--- config.mk ---
export PLATFORM = sky130hd
export DESIGN_NAME = tri_edge_setup
export DESIGN_NICKNAME = d
export VERILOG_FILES = /design/src/rtl/tri_edge_setup.sv
export SDC_FILE = /design/constraint.sdc
export NUM_CORES = 2
export LEC_CHECK = 0
export CELL_PAD_IN_SITES_DETAIL_PLACEMENT = 1
export CELL_PAD_IN_SITES_GLOBAL_PLACEMENT = 1
export CORE_ASPECT_RATIO = 0.7
export CORE_MARGIN = 4
export CORE_UTILIZATION = 37
export DETAILED_ROUTE_END_ITERATION = 6
export PLACE_DENSITY = 0.74
export SLEW_MARGIN = 20
export SYNTH_ARGS = -nofsm -noshare
export SYNTH_HDL_FRONTEND = slang
export SYNTH_SLANG_ARGS = --single-unit
export TNS_END_PERCENT = 10
--- constraint.sdc ---
create_clock -name clk -period 7.83 [get_ports clk]
set_clock_uncertainty 0.05 [all_clocks]
set_input_delay 0.783 -clock clk [delete_from_list [all_inputs] [get_ports clk]]
set_output_delay 0.783 -clock clk [all_outputs]
set_load 0.01 [all_outputs]
--- src/rtl/tri_edge_setup.sv ---
// tri_edge_setup: edge-function and signed-area setup for a reoriented triangle on one shared multiplier.
// Define TRI_BACKFACE_CULL_EN to also cull clockwise triangles.
package tri_pkg;
  localparam int TRI_COORD_W = 16;
  typedef struct packed {
    logic signed [TRI_COORD_W-1:0] x;
    logic signed [TRI_COORD_W-1:0] y;
    logic signed [TRI_COORD_W-1:0] z;
  } vertex_t;
  typedef struct packed {
    vertex_t p;
    vertex_t q;
    vertex_t r;
  } triangle3d_t;
endpackage

module tri_edge_setup
  import tri_pkg::*;
#(
  parameter int COORD_W = TRI_COORD_W,
  parameter int CNT_W   = 16
) (
  input  logic                       clk,
  input  logic                       rst,
  input  logic                       in_valid,
  output logic                       in_ready,
  input  triangle3d_t                tri_in,
  output logic                       out_valid,
  input  logic                       out_ready,
  output triangle3d_t                tri_out,
  output logic signed [COORD_W:0]    edge_a0,
  output logic signed [COORD_W:0]    edge_a1,
  output logic signed [COORD_W:0]    edge_a2,
  output logic signed [COORD_W:0]    edge_b0,
  output logic signed [COORD_W:0]    edge_b1,
  output logic signed [COORD_W:0]    edge_b2,
  output logic signed [2*COORD_W:0]  edge_c0,
  output logic signed [2*COORD_W:0]  edge_c1,
  output logic signed [2*COORD_W:0]  edge_c2,
  output logic signed [2*COORD_W+2:0] area2,
  output logic                       cw,
  output logic [CNT_W-1:0]           cull_count
);
  localparam int AW = COORD_W + 1;
  localparam int PW = 2 * COORD_W;
  localparam int CW = 2 * COORD_W + 1;
  localparam int SW = 2 * COORD_W + 3;
  typedef enum logic [1:0] {IDLE, MUL, SUM, OUT} state_t;
  state_t state_q, state_d;
  triangle3d_t tri_q, tri_d;
  logic [2:0] idx_q, idx_d;
  logic signed [PW-1:0] mul_q, mul_d, even_q, even_d;
  logic signed [AW-1:0] a_q [3], a_d [3], b_q [3], b_d [3];
  logic signed [CW-1:0] c_q [3], c_d [3];
  logic signed [SW-1:0] area2_q, area2_d, sum;
  logic cw_q, cw_d, cull, cw_new;
  logic [CNT_W-1:0] cnt_q, cnt_d;
  logic signed [COORD_W-1:0] op_x, op_y;

  assign in_ready   = state_q == IDLE;
  assign out_valid  = state_q == OUT;
  assign tri_out    = tri_q;
  assign edge_a0    = a_q[0];
  assign edge_a1    = a_q[1];
  assign edge_a2    = a_q[2];
  assign edge_b0    = b_q[0];
  assign edge_b1    = b_q[1];
  assign edge_b2    = b_q[2];
  assign edge_c0    = c_q[0];
  assign edge_c1    = c_q[1];
  assign edge_c2    = c_q[2];
  assign area2      = area2_q;
  assign cw         = cw_q;
  assign cull_count = cnt_q;

  always_comb begin
    state_d = state_q;
    tri_d   = tri_q;
    idx_d   = idx_q;
    mul_d   = mul_q;
    even_d  = even_q;
    a_d     = a_q;
    b_d     = b_q;
    c_d     = c_q;
    area2_d = area2_q;
    cw_d    = cw_q;
    cnt_d   = cnt_q;
    // product order: xp*yq, xq*yp, xq*yr, xr*yq, xr*yp, xp*yr
    op_x = (idx_q == 3'd0 || idx_q == 3'd5) ? tri_q.p.x : (idx_q < 3'd3) ? tri_q.q.x : tri_q.r.x;
    op_y = (idx_q == 3'd0 || idx_q == 3'd3) ? tri_q.q.y :
           (idx_q == 3'd1 || idx_q == 3'd4) ? tri_q.p.y : tri_q.r.y;
    sum  = SW'(c_q[0]) + SW'(c_q[1]) + SW'(c_q[2]);
`ifdef TRI_BACKFACE_CULL_EN
    cull   = sum[SW-1] || sum == '0;
    cw_new = 1'b0;
`else
    cull   = sum == '0;
    cw_new = sum[SW-1];
`endif
    case (state_q)
      IDLE: if (in_valid) begin
        tri_d   = tri_in;
        idx_d   = 3'd0;
        a_d[0]  = AW'(tri_in.p.y) - AW'(tri_in.q.y);
        a_d[1]  = AW'(tri_in.q.y) - AW'(tri_in.r.y);
        a_d[2]  = AW'(tri_in.r.y) - AW'(tri_in.p.y);
        b_d[0]  = AW'(tri_in.q.x) - AW'(tri_in.p.x);
        b_d[1]  = AW'(tri_in.r.x) - AW'(tri_in.q.x);
        b_d[2]  = AW'(tri_in.p.x) - AW'(tri_in.r.x);
        state_d = MUL;
      end
      MUL: begin
        // product is registered; mul_q lags idx_q by one, so idx 6 drains the last one
        mul_d = PW'(op_x) * PW'(op_y);
        idx_d = idx_q + 3'd1;
        if (idx_q[0]) even_d = mul_q;
        else if (idx_q != 3'd0) c_d[idx_q[2:1] - 2'd1] = CW'(even_q) - CW'(mul_q);
        if (idx_q == 3'd6) state_d = SUM;
      end
      SUM: begin
        area2_d = sum;
        cw_d    = cw_new;
        cnt_d   = (cull && !(&cnt_q)) ? cnt_q + CNT_W'(1) : cnt_q;
        state_d = cull ? IDLE : OUT;
      end
      OUT: if (out_ready) state_d = IDLE;
      default: state_d = IDLE;
    endcase
  end

  always_ff @(posedge clk) begin
    if (rst) begin
      state_q <= IDLE;
      tri_q   <= '0;
      idx_q   <= '0;
      mul_q   <= '0;
      even_q  <= '0;
      a_q     <= '{default: '0};
      b_q     <= '{default: '0};
      c_q     <= '{default: '0};
      area2_q <= '0;
      cw_q    <= 1'b0;
      cnt_q   <= '0;
    end else begin
      state_q <= state_d;
      tri_q   <= tri_d;
      idx_q   <= idx_d;
      mul_q   <= mul_d;
      even_q  <= even_d;
      a_q     <= a_d;
      b_q     <= b_d;
      c_q     <= c_d;
      area2_q <= area2_d;
      cw_q    <= cw_d;
      cnt_q   <= cnt_d;
    end
  end
endmodule

# --- Word level (Yosys, flattened, before mapping) ---
# Cells that the tools add are included.
classes:
  eq_ne: 11
  order_cmp: 3
  n_shift: 0
  add_sub_neg: 12
  mul: 1
  bitwise_logic: 2
  mux: 14
  reduce_logical: 18
  div: 0
ops:
  columns: ["operator", "n"]
  rows:
  - ["$sub 16x16->17", 6]
  - ["$bwmux 99", 1]
  - ["$demux 33 s2", 1]
  - ["$mux 16", 4]
  - ["$add 34x33->35", 1]
  - ["$logic_not 35->1", 1]
  - ["$add 33x33->34", 1]
  - ["$mux 33", 1]
  - ["$sub 32x32->33", 1]
  - ["$mul 16x16->32", 1]
  - ["$add 16x1->16 const B", 1]
  - ["$reduce_and 16->1", 1]
  - ["$eq 3x3->1 const B", 3]
  - ["$mux 2", 4]
  - ["$pmux 2 s4", 1]
  - ["$reduce_and 2->1", 4]
  - ["$pmux 3 s2", 1]
  - ["$reduce_and 3->1", 2]
  - ["$eq 2x2->1 const B", 2]
  - ["$ne 2x2->1 const B", 2]
  - ["$add 3x1->3 const B", 1]
  - ["$eq 3x1->1 const B", 1]
  - ["$eq 3x2->1 const B", 1]
  - ["$ge 3x3->1 const B", 1]
  - ["other kinds (15)", 18]
totals:
  romBits: 0
  ramBits: 0
  memories: 0
  input_bits: 148
  regBits: 466
  latch_bits: 0

# --- Logic depth before layout (Yosys ltp) ---
depth:
  ltp_word: 7
  depth_mapped: 34
  mapped_depth_nobuf: 31

# --- Least setup slack after synthesis ---
# OpenSTA, ideal clock, no wires.
synth_timing:
  path_type: "flip-flop to flip-flop"
  start: "reg idx_q[1]"
  end: "reg mul_q[30]"
  path_slack_ns: -0.501
  path_stages_with_launch: 33
  arrival_ns: 8.210
  setup_time_ns: 0.070
  period_less_slack_ns: 8.331
  cell_sequence: "dfxtp_1 clkbuf_1 inv_1 ha_1 mux2i_1 clkbuf_1 mux2i_1 nand2_1 o21ai_1 clkbuf_1 nor2_1 fa_1 inv_1 fa_1 fa_1 inv_1 fa_1 fa_1 inv_1 fa_1 inv_1 ha_1 a21o_1 a21oi_1 o21bai_1 a221o_1 a41o_1 a41oi_1 nor4_1 nor3_1 xnor2_1 nand2_1 a21oi_1"
synth_via:
  elab_chain_cells: 5
synth_rtl:
  columns: ["element", "line", "text"]
  rows:
  - ["from (decl)", "51", "logic [2:0] idx_q, idx_d;"]
  - ["from (signal assigned)", "147", "idx_q <= idx_d;"]
  - ["parallel branches: the longest is 4 deep, another holds $lt 3x2->1", null, null]
  - ["$mul 16x16->32 *", "114", "mul_d = PW'(op_x) * PW'(op_y);"]
  - ["to (signal assigned)", "148", "mul_q <= mul_d;"]
  - ["to (decl)", "52", "logic signed [PW-1:0] mul_q, mul_d, even_q, even_d;"]
# Mark *: on every way between the ends.
# A chain may end at the register's enable or synchronous reset.

# --- Worst setup path after layout ---
# Same ends and word-level chain as after synthesis.

==> impl_metrics.env <==
export IMPL_yosys_area_top_type_share_pct=26.6
export IMPL_status="complete, no violations"
export IMPL_critPathCaptureType="flip-flop"
export IMPL_clock_fmax_ghz=0.132
export IMPL_slew_headroom_pct=26.2
export IMPL_synthToLayoutAreaGrowth_pct=28.1
export IMPL_portBuffers=546
export IMPL_root_buffer="clkbuf_16"
export IMPL_place_ws_ns=-0.184
export IMPL_routedWlPerCell_um=22.4
export IMPL_hold_path_depth=2
export IMPL_die_w_um=376
export IMPL_setup_ws_ns=0.253
export IMPL_synth_area_leaders="dfxtp_1 (27%), fa_1 (17%), nand2_1 (9.4%)"
export IMPL_syn_area_um2=35000
export IMPL_dr_total_vias=33456
export IMPL_maxCapViolCount=0
export IMPL_htreeDepth=2
export IMPL_tns_ns=0
export IMPL_hold_viol_final=0
export IMPL_wl_mm=141
export IMPL_slew_viol_final=0
export IMPL_synth_async_sr_flop_share_pct=0
export IMPL_grt_overflow=0
export IMPL_yosysTopAreaCell="dfxtp_1"
export IMPL_worst_path_max_delay_cell="fa_1"
export IMPL_final_area_um2=44800
export IMPL_min_period_ns=7.58
export IMPL_synth_edff_count=0
export IMPL_start_util_pct=37.3
export IMPL_antenna_found_initial=11
export IMPL_yosys_register_bits=465
export IMPL_ff2ff_path_depth=32
export IMPL_num_rows=94
export IMPL_yosys_cell_types_count=75
export IMPL_power_density_nw_per_um2=289
export IMPL_viasPerCell=5.31
export IMPL_grt_max_degree=196
export IMPL_core_area_um2=93900
export IMPL_drt_iter0_drc=2445
export IMPL_ant_nets=0
export IMPL_cpPeakStageDelay_ns=0.55
export IMPL_gp_congestion=0.947
export IMPL_crit_type="flip-flop to flip-flop"
export IMPL_track_usage_pct=27.6
export IMPL_cp_start_kind="flip-flop"
export IMPL_boundaryPins=547
export IMPL_hold_class="flip-flop to flip-flop"
export IMPL_irDropWorstVdd_mv=0.322
export IMPL_required_ns=8.31
export IMPL_drt_pre_antenna_iters=5
export IMPL_numCtsBuffers=53
export IMPL_hold_buffers=0
export IMPL_die_h_um=265
export IMPL_ys_seq_area_share_pct=26.6
export IMPL_grt_pass1_vias=34126
export IMPL_whs_ns=0.399
export IMPL_drive_gt1_share_pct=7.20
export IMPL_clk_pin_slew_ns=0.06
export IMPL_dp_hpwl_mm=114
export IMPL_syn_num_nets=5127
export IMPL_critPathArrivalTime_ns=8.06
export IMPL_post_dp_cell_area_um2=42700
export IMPL_r2r_setup_slack_ns=0.25
export IMPL_nNetsFinal=5705
export IMPL_synth_main_ff_cell="dfxtp_1"
export IMPL_clock_latency_ns=0.65
export IMPL_cts_max_path_buffers=3
export IMPL_leakagePower_nw=19.4
export IMPL_ys_warnings_count=0
export IMPL_fill_cells=11299
export IMPL_dieArea_um2=99700
export IMPL_fin_crit_sh_pct=96.8
export IMPL_worst_pin_slew_ns=1.11
export IMPL_syn_inst=4427
export IMPL_setup_viol=0
export IMPL_remaining_drc_errors=0
export IMPL_cts_tree="built"
export IMPL_grt_pass1_wl_mm=214
export IMPL_cts_sinks=465
export IMPL_path_common_cell="inv_1"
export IMPL_path_max_fanout=10
export IMPL_synth_avg_cell_area_um2=7.91
[state kept, by name (all words and copies together) (netlist names)]
name / flops
cull_count: 16
edge_a1: 17
edge_b2: 17
state_q: 2
edge_b1: 17
edge_c2: 33
edge_c0: 33
area2: 35
edge_c1: 33
edge_b0: 17
edge_a0: 17
mul_q: 32
idx_q: 3
even_q: 32
tri_out: 144
edge_a2: 17
[worst max-delay path, delay by kind of cell, from the launching register on]
family / cells / cell delay, ns
muxes: 2 / 0.36
AOI/OAI and AO/OA: 8 / 1.67
buffers and inverters: 8 / 0.71
xor gates and xnor gates: 1 / 0.14
DFF: 1 / 0.35
adders and majority gates: 8 / 3.64
and+or+nand+nor: 5 / 0.54
[Yosys cell counts, types with 6 or more instances]
library cell,instances
nand4_1,11
a211oi_1,43
o21ai_0,112
o31ai_1,15
or2_2,17
xor2_1,44
a31oi_1,22
nor2b_1,44
a211o_1,6
ha_1,249
a21o_1,58
a21oi_1,529
nand3_1,53
fa_1,303
mux2i_1,37
or3_1,25
inv_1,515
xnor2_1,94
clkbuf_1,177
nand2_1,880
o21a_1,39
and3_1,26
nor4_1,6
o211ai_1,6
and2_1,17
o21ai_1,12
o21bai_1,9
nand2b_1,27
nor3_1,62
o41ai_1,9
a41o_1,6
dfxtp_1,465
or4_1,6
a2111oi_0,7
nor2_1,368
buf_1,20
a21boi_0,10
nand3b_1,17
[layout make-up]
type	instances	area (µm²)	area share (%)
timing repair buffer	722	7020	15.7
clock inverter	23	250	0.558
tap	1248	1560	3.48
multi-input combinational	3248	23300	51.9
inverter	515	1930	4.31
sequential	465	9310	20.8
clock buffer	70	1460	3.26
antenna	8	20.0	0.0446
[worst paths after layout]
check,start,endpoint
max reg2reg,idx_q[1]$_SDFFE_PP0P_,mul_q[30]$_SDFFE_PP0P_
min,edge_b2[8]$_SDFFE_PP0P_,edge_b2[8]$_SDFFE_PP0P_
max,idx_q[1]$_SDFFE_PP0P_,mul_q[30]$_SDFFE_PP0P_
min reg2reg,edge_b2[8]$_SDFFE_PP0P_,edge_b2[8]$_SDFFE_PP0P_
[cells by family (layout without fill, tap and decap cells)]
| kind of cell | count (synthesis) | after routing | share of synthesized area [%] |
|---|---|---|---|
| AO/OA/AOI/OAI | 938 | 938 | 15.7 |
| XOR/XNOR | 138 | 138 | 3.45 |
| adder cells (fa/ha/maj) | 552 | 552 | 26.2 |
| buffers and inverters | 714 | 1330 | 7.67 |
| flip-flops | 465 | 465 | 26.6 |
| multiplexers | 42 | 42 | 1.22 |
| other | 0 | 8 | 0 |
| AND/OR/NAND/NOR | 1578 | 1578 | 19.1 |
[metal layers]
metal	track usage [%]	vias up	wire length, µm
met5	0	-	13
met4	6.81	2	3680
met3	4.83	172	9810
met2	41.9	967	60600
met1	40.7	16719	67100
li1	-	15596	-
[where the power goes]
group          leakage [nW]  total (W)  switching (W)  internal [W]
combinational          14.8    0.00774        0.00452       0.00321
sequential             3.79    0.00269       0.000144       0.00254
clock                 0.843    0.00253        0.00112       0.00141
total                  19.4     0.0130        0.00579       0.00717
[stage by stage]
stage	std cells	util [%]	power (W)
final	6299	47.8	0.0130
after global routing	6298	47.8	0.0142
after CTS	6274	47.4	0.0129
after detailed placement	6180	45.5	0.0103
after global placement	6180	45.5	0.0101
after floorplan	4427	-	0.00748
[cell usage in the layout, fill, tap and decap left out, drive strengths merged, types with 45 or more instances in the layout]
master / instances
nor2: 368
a21oi: 533
nor2b: 45
nand2: 880
nand3: 53
a21o: 58
fa: 303
dfxtp: 465
xnor2: 94
buf: 174
ha: 249
clkbuf: 72
inv: 517
o21ai: 125
clkdlybuf4s50: 545
nor3: 64
[what timing repair did]
action                     4_1_cts  5_1_grt
pin swaps                        1       11
buffers inserted                 1       14
setup endpoints to repair        7       11
gates resized for setup          3       50
cloned                           0        3
Power figures use the tool's default switching activity.
